**config.mk**
```make
export PLATFORM = sky130hd
export DESIGN_NAME = procyon_slot_allocator
export DESIGN_NICKNAME = d
export VERILOG_FILES = /design/src/rtl/procyon_slot_allocator.sv
export SDC_FILE = /design/constraint.sdc
export NUM_CORES = 1
export LEC_CHECK = 0
export CORE_MARGIN = 2
export CORE_UTILIZATION = 35
export DETAILED_ROUTE_END_ITERATION = 16
export GPL_TIMING_DRIVEN = 0
export PLACE_DENSITY = 0.69
export SYNTH_ARGS = -nofsm -noshare
export SYNTH_HDL_FRONTEND = slang
export SYNTH_SLANG_ARGS = --single-unit
```
**constraint.sdc**
```tcl
create_clock -name clk -period 5.5 [get_ports clk]
set_input_delay 1.375 -clock clk [delete_from_list [all_inputs] [get_ports clk]]
set_output_delay 1.375 -clock clk [all_outputs]
set_load 0.05 [all_outputs]
```
**src/rtl/procyon_slot_allocator.sv**
```systemverilog
// procyon_slot_allocator
//   Hands out and reclaims entry tags for ROB/LSQ/RS-style structures.
//   A registered busy bitmap tracks OPTN_DEPTH entries. Each cycle the
//   lowest-indexed free entry is offered as one-hot and binary. Up to
//   OPTN_FREE_PORTS entries can be released per cycle.
//
// Ports
//   clk             clock, rising-edge
//   rst             synchronous active-high reset
//   i_flush         release every entry (next state equals reset state)
//   i_alloc_en      take the offered entry this cycle
//   o_alloc_valid   an entry is offered (== !o_full)
//   o_alloc_onehot  offered entry, one-hot; zero when full
//   o_alloc_binary  offered entry, binary; zero when full
//   i_free_en       per-port free strobe
//   i_free_binary   per-port entry index, port k at [k*BINARY_WIDTH +: BINARY_WIDTH]
//   o_occupancy     busy bitmap
//   o_count         number of busy entries
//   o_full          all entries busy
//   o_empty         no entries busy
module procyon_slot_allocator #(
    parameter int OPTN_DEPTH      = 8,
    parameter int OPTN_FREE_PORTS = 2,
    parameter int BINARY_WIDTH    = (OPTN_DEPTH == 1) ? 1 : $clog2(OPTN_DEPTH),
    parameter int COUNT_WIDTH     = $clog2(OPTN_DEPTH + 1)
) (
    input  logic                                    clk,
    input  logic                                    rst,
    input  logic                                    i_flush,
    input  logic                                    i_alloc_en,
    output logic                                    o_alloc_valid,
    output logic [OPTN_DEPTH-1:0]                   o_alloc_onehot,
    output logic [BINARY_WIDTH-1:0]                 o_alloc_binary,
    input  logic [OPTN_FREE_PORTS-1:0]              i_free_en,
    input  logic [OPTN_FREE_PORTS*BINARY_WIDTH-1:0] i_free_binary,
    output logic [OPTN_DEPTH-1:0]                   o_occupancy,
    output logic [COUNT_WIDTH-1:0]                  o_count,
    output logic                                    o_full,
    output logic                                    o_empty
);

    logic [OPTN_DEPTH-1:0]  occupancy_q, occupancy_d;
    logic [COUNT_WIDTH-1:0] count_q, count_d;
    logic                   full_q, full_d;
    logic                   empty_q, empty_d;

    logic [OPTN_DEPTH-1:0]   offer_onehot;
    logic [BINARY_WIDTH-1:0] offer_binary;
    logic                    offer_found;
    logic [OPTN_DEPTH-1:0]   free_mask;
    logic [OPTN_DEPTH-1:0]   alloc_mask;

    // Offer depends only on registered occupancy, never on same-cycle
    // frees, so a freed entry is offered one cycle after it clears.
    always_comb begin
        offer_onehot = '0;
        offer_binary = '0;
        offer_found  = 1'b0;
        for (int i = 0; i < OPTN_DEPTH; i++) begin
            if (!occupancy_q[i] && !offer_found) begin
                offer_onehot[i] = 1'b1;
                offer_binary    = BINARY_WIDTH'(i);
                offer_found     = 1'b1;
            end
        end
    end

    // Indices >= OPTN_DEPTH match no bit and are dropped; duplicate
    // indices across ports simply OR together.
    always_comb begin
        free_mask = '0;
        for (int k = 0; k < OPTN_FREE_PORTS; k++) begin
            for (int i = 0; i < OPTN_DEPTH; i++) begin
                if (i_free_en[k] &&
                    (i_free_binary[k*BINARY_WIDTH +: BINARY_WIDTH] == BINARY_WIDTH'(i))) begin
                    free_mask[i] = 1'b1;
                end
            end
        end
    end

    // Acceptance uses the registered full flag; room made by a
    // same-cycle free does not count.
    assign alloc_mask = (i_alloc_en && !full_q) ? offer_onehot : '0;

    always_comb begin
        occupancy_d = (occupancy_q & ~free_mask) | alloc_mask;
        count_d     = '0;
        for (int i = 0; i < OPTN_DEPTH; i++) begin
            count_d = count_d + COUNT_WIDTH'(occupancy_d[i]);
        end
        full_d  = &occupancy_d;
        empty_d = (occupancy_d == '0);
    end

    always_ff @(posedge clk) begin
        if (rst || i_flush) begin
            occupancy_q <= '0;
            count_q     <= '0;
            full_q      <= 1'b0;
            empty_q     <= 1'b1;
        end else begin
            occupancy_q <= occupancy_d;
            count_q     <= count_d;
            full_q      <= full_d;
            empty_q     <= empty_d;
        end
    end

    assign o_alloc_valid  = !full_q;
    assign o_alloc_onehot = offer_onehot;
    assign o_alloc_binary = offer_binary;
    assign o_occupancy    = occupancy_q;
    assign o_count        = count_q;
    assign o_full         = full_q;
    assign o_empty        = empty_q;

endmodule

```
Yosys cells after proc, flatten, opt, wreduce, memory -nomap -nowiden. Index checks and enable logic that the tools add are counted.

Register bits: 14. Output and inout bits: 26. Bits of input ports: 12. Word-level logic and storage cells: 109.

Bitwise gates (word level): 3. Add/sub/neg operators: 7. Reductions and logical operators: 43. Equality and inequality tests: 14. Multiplexer cells: 38.

Operators by type and width (count): two-way mux 1 bit (31); equality test 3 bit (second input constant) (8); logical AND 1 bit (24); two-way mux 3 bit (6); adder 4 x 1 -> 4 bit (4); logical NOT 1 bit (14); equality test 3 x 2 -> 1 bit (second input constant) (4); bitwise AND 8 bit (1); logical NOT 8 bit (1); two-way mux 8 bit (1); inverter 8 bit (1); bitwise OR 8 bit (1); AND reduction 8 bit (1); equality test 3 x 1 -> 1 bit (second input constant) (2); logical NOT 3 bit (2); adder 3 x 1 -> 4 bit (1); adder 2 x 1 -> 3 bit (1); adder 1 x 1 -> 2 bit (1); logical OR 1 bit (1).

Depth between registers and ports, before layout.
Word-level depth: 30. Depth in mapped cells: 12. Mapped depth without buffers: 12.

Worst setup path before layout. OpenSTA, ideal clock, no wires.

Path kind: reg-to-reg. Start point: register occupancy_q[0] (netlist: o_occupancy[0]). End point: register count_q[2] (netlist: o_count[2]). Arrival: 4.392 ns. Cell stages (with the launch flop): 13. Clock period less this slack: 4.520 ns. Setup slack: 0.980 ns. Path buffers: 0. Cells stage by stage: dfxtp_1 -> inv_1 -> nor2_1 -> a32oi_1 -> fa_1 -> fa_1 -> fa_1 -> inv_1 -> ha_1 -> inv_1 -> fa_1 -> xor2_1 -> nor2_1.

Word-level cells in the longest chain between the ends: 23. Elaborated cells on any way between the ends: 37. Those cells by class: 7 x add/sub; 15 x mux; 2 x bitwise; 13 x reduce/logical.

RTL lines: start: declaration (RTL line 42) `logic [OPTN_DEPTH-1:0] occupancy_q, occupancy_d;`; start signal: assignment (RTL line 103) `occupancy_q <= occupancy_d;`; two-way mux 1 bit * (RTL line 60) `if (!occupancy_q[i] && !offer_found) begin`; named net o_alloc_onehot[0] (RTL line 32) `output logic [OPTN_DEPTH-1:0] o_alloc_onehot,`; two-way mux 1 bit (RTL line 60); logical NOT 1 bit (RTL line 60); logical AND 1 bit (RTL line 60); two-way mux 1 bit (RTL line 60); logical NOT 1 bit (RTL line 60); logical AND 1 bit (RTL line 60); [... 8 more ...]; logical AND 1 bit (RTL line 60); two-way mux 1 bit (RTL line 60); logical NOT 1 bit (RTL line 60); logical AND 1 bit (RTL line 60); two-way mux 1 bit (RTL line 60); two-way mux 8 bit * (RTL line 84) `assign alloc_mask = (i_alloc_en && !full_q) ? offer_onehot : '0;`; bitwise OR 8 bit * (RTL line 87) `occupancy_d = (occupancy_q & ~free_mask) | alloc_mask;`; adder 4 x 1 -> 4 bit * (RTL line 90) `count_d = count_d + COUNT_WIDTH'(occupancy_d[i]);`; end signal: assignment (RTL line 104) `count_q <= count_d;`; end: declaration (RTL line 43) `logic [COUNT_WIDTH-1:0] count_q, count_d;`.

Mark *: on every way through the listed nets, which the timed path passes. The rest lies on a longest branch. A chain may end at the register's enable or synchronous reset.

Worst setup path after layout.
Start point: input port i_free_en[1]. End point: register count_q[2] (netlist: o_count[2]).

Word-level cells in the longest chain between the ends: 12. Elaborated cells on any way between the ends: 26. Those cells by class: 7 x add/sub; 8 x mux; 3 x bitwise; 8 x reduce/logical.

RTL lines: start: declaration (RTL line 34) `input logic [OPTN_FREE_PORTS-1:0] i_free_en,`; logical AND 1 bit (RTL line 74) `if (i_free_en[k] &&`; two-way mux 1 bit (RTL line 74); inverter 8 bit * (RTL line 87); bitwise AND 8 bit * (RTL line 87); bitwise OR 8 bit * (RTL line 87); adder 1 x 1 -> 2 bit (RTL line 90); adder 2 x 1 -> 3 bit (RTL line 90); adder 3 x 1 -> 4 bit (RTL line 90); adder 4 x 1 -> 4 bit (3 in a row) (RTL line 90); adder 4 x 1 -> 4 bit * (RTL line 90).

Mark *: on every way between the ends. The rest lies on a longest branch, timed or not.

==> flow_summary_export.csv <==
group,metric,value,unit
run_status,outcome,"finished, final reports clean",
pwr,power_density,156.0,nW/um^2
min_path,hold_path.startpoint,"o_occupancy[7]",
logic_synthesis,yosys_warnings,0,
placed_design,globalplace.congestion,0.8166,
sta,fin_crit,5089,ps
placed_design,post-place-ws,159.7,ps
critical_path,crit_path_frequent_cell,"fa_1",
floorplan,die_area,3234,sq um
min_path,hold_depth,2,
critical_path,critPathArrivalTime,5250,ps
clock_network,post_cts_resized,0,
cells_and_area,drive_gt1_share,8.442,%
pwr,p_leak,0.0005749,uW
sta,drv_slew,0,
detailed_routing,first_pass_iters,4,
floorplan,coreArea,2710,sq um
pwr,swShare,27.20,%
critical_path,path_class,"input pin to flip-flop",
placed_design,dp_hpwl,2047,microns
critical_path,end_kind,"flip-flop",
sta,setup_viol_count_final,0,
detailed_routing,ant_nets,0,
pwr,power.switching,60.42,uW
floorplan,fp-row-count,19,
sta,max_freq,0.1965,GHz
detailed_routing,vias,971,
clock_network,path_clk_slew,80,ps
grt,grt_usage,16.76,%
logic_synthesis,netlist_area,978.4,sq um
critical_path,startpoint,"i_free_en[1]",
clock_network,clk_path_buf_depth,2,
detailed_routing,drc_errors,0,
sta,slew_headroom,64.13,%
min_path,holdCritPathClass,"flip-flop to flip-flop",
placed_design,dpl-instance-area,1388,sq um
cells_and_area,final_common_cell,"clkdlybuf4s50_1",
clock_network,cts_tree,"built",
placed_design,portBuffers,37,
clock_network,root_buffer,"clkbuf_4",
detailed_routing,wl,2496,microns
critical_path,reg2reg_from,"o_occupancy[1]",
clock_network,holdBufCountCts,0,
cells_and_area,fin_nets,176,
sta,final.setup.worst_slack,411.2,ps
grt,grt_max_degree,11,
detailed_routing,vias_per_cell,5.249,
critical_path,r2r_cells,12,
logic_synthesis,ys_ff_latch,14,
cells_and_area,final_cell_mix,"clkdlybuf4s50_1, inv_1, nor2_1",
logic_synthesis,syn-num-nets,134,
floorplan,initial_core_util,36.10,%
pwr,combPwrFrac,20.0,%
clock_network,cts_buffers,3,
floorplan,fp.dieH,56.87,microns
pwr,seqPwrFrac,46.6,%
job,drv_cap,0,
logic_synthesis,syn_inst,113,
sta,rsz0062_at_grt,"no",
placed_design,dp_cells,181,
sta,finalCritPeriodShare,92.52,%
pwr,p_int,161.7,uW
logic_synthesis,synth_area_per_cell,8.659,sq um
cells_and_area,area_growth,45.52,%
critical_path,crit_chain,"clkdlybuf4s50_1, nor3b_1, a221o_1, a21boi_0, fa_1, fa_1, fa_1, inv_1, ha_1, inv_1, fa_1, xor2_1, nor2_1",
clock_network,htreeDepth,1,
grt,grt_pass1_wl,4333,microns
detailed_routing,avgRoutedWirePerCell,13.49,microns
critical_path,cp.required,5660,ps
cells_and_area,diodes,0,
grt,gr-total-overflow,0,
grt,antenna_found_initial,0,
floorplan,die_w,56.87,microns
critical_path,critPathMaxFanout,7,
sta,worstMarginPinSlew,533.3,ps
grt,grt_pass1_vias,1001,
sta,skew,4.216,ps
cells_and_area,stdcell_count,185,
clock_network,postCtsSetupRepairBufs,0,
pwr,vdd_drop_max,0.1315,mV
critical_path,slowest_stage,"clkdlybuf4s50_1",
critical_path,critical_path.top_delay_family,"adder cells",
critical_path,critPathBufInv,3,
logic_synthesis,yosys.cell_types.count,37,
critical_path,cp.depth,13,
clock_network,clk_latency,280,ps
cells_and_area,final_area,1424,sq um
pwr,p_clk_share,33.4,%
clock_network,cts_sinks,14,
logic_synthesis,seq_area_frac_synth,28.64,%
sta,hold_viol_final,0,
detailed_routing,dr.first_iter.drc_count,21,
critical_path,cp_slowest_stage_delay,590,ps
sta,fin_tns_setup,0,ps
floorplan,io-pin-count,38,
critical_path,worstSetupStartpointType,"input pin",
[worst min-delay path, cell delays in order (launching register included)]
cell	delay, ps
dfxtp_1	370
a32oi_1	210
nor2_1	120
[cell type report]
cell class,instances,area [sq um]
multi-input combinational,78,611.8
timing repair buffer,37,370.4
fill,274,1286
buffer,2,15.01
sequential,14,280.3
tap,31,38.79
clock buffer,4,36.28
inverter,19,71.32
[cell families after synthesis]
| family | count (synthesis) | synth area share, % |
|---|---|---|
| buffers and inverters | 21 | 8.823 |
| AO/OA/AOI/OAI | 15 | 13.30 |
| adder cells (fa/ha/maj) | 9 | 14.58 |
| XOR/XNOR | 1 | 0.8953 |
| flip-flops | 14 | 28.64 |
| AND/OR/NAND/NOR | 53 | 33.76 |
[Yosys cell counts]
cell type / instances / area (sq um)
a21boi_0: 1 / 7.510
a21oi_1: 3 / 15.01
a221o_1: 1 / 10.01
a31oi_1: 1 / 6.260
a31oi_2: 1 / 12.51
a32oi_1: 3 / 26.28
a41oi_1: 1 / 8.760
and2b_1: 2 / 15.01
and3_2: 1 / 7.510
buf_6: 1 / 11.26
clkbuf_1: 1 / 3.750
dfxtp_1: 14 / 280.3
fa_1: 4 / 80.08
ha_1: 5 / 62.56
inv_1: 19 / 71.32
nand2_1: 4 / 15.01
nand2b_1: 1 / 6.260
nand3_1: 3 / 15.01
nand3b_1: 3 / 22.52
nand4_1: 2 / 12.51
nand4_2: 1 / 12.51
nand4b_1: 4 / 35.03
nand4bb_1: 1 / 11.26
nor2_1: 16 / 60.06
nor2_2: 1 / 6.260
nor2b_1: 1 / 6.260
nor3_2: 1 / 10.01
nor3b_1: 4 / 30.03
nor4_2: 1 / 12.51
nor4bb_1: 2 / 20.02
o21bai_1: 1 / 7.510
o311a_1: 2 / 20.02
o32ai_2: 1 / 16.27
or2_2: 1 / 6.260
or3_1: 3 / 18.77
or4_1: 1 / 7.510
xor2_1: 1 / 8.760
[registers in the layout, summed over array words and instances, names as in the netlist]
name         flops
o_count          4
o_empty          1
o_full           1
o_occupancy      8
[power groups by stage]
stage	clock [uW]	combinational, uW	sequential (uW)
CTS	76.1	44.5	104
global route	79.3	48.5	104
floorplan	0	18.8	111
global placement	0	43.7	106
detailed placement	0	43.9	106
finish	74.2	44.3	104
[layer usage]
| layer | global-route usage [%] | wire length (microns) | vias to the layer above | part of all wire, % |
|---|---|---|---|---|
| met5 | 0 | 0 | - | 0 |
| met4 | 3.987 | 9 | 0 | 0.36 |
| met3 | 4.839 | 209 | 2 | 8.4 |
| met2 | 30.23 | 1222 | 36 | 49 |
| met1 | 19.38 | 1054 | 453 | 42 |
| li1 | - | - | 480 | - |
[stage by stage]
step	hold WS (ps)	total power [uW]	utilization, %
finish	741.9	222.2	52.54
global route	798.0	231.6	52.54
CTS	750.7	224.2	52.54
detailed placement	730.0	149.9	51.20
global placement	728.5	149.6	51.20
floorplan	887.0	129.7	-
[final timing paths]
kind / endpoint / slack (ps)
worst min-delay path: o_occupancy[7] / 740
worst max-delay path: o_count[2] / 410
worst min register to register: o_occupancy[7] / 740
worst max register to register: o_count[2] / 1930
(Power assumes the default switching activity.)
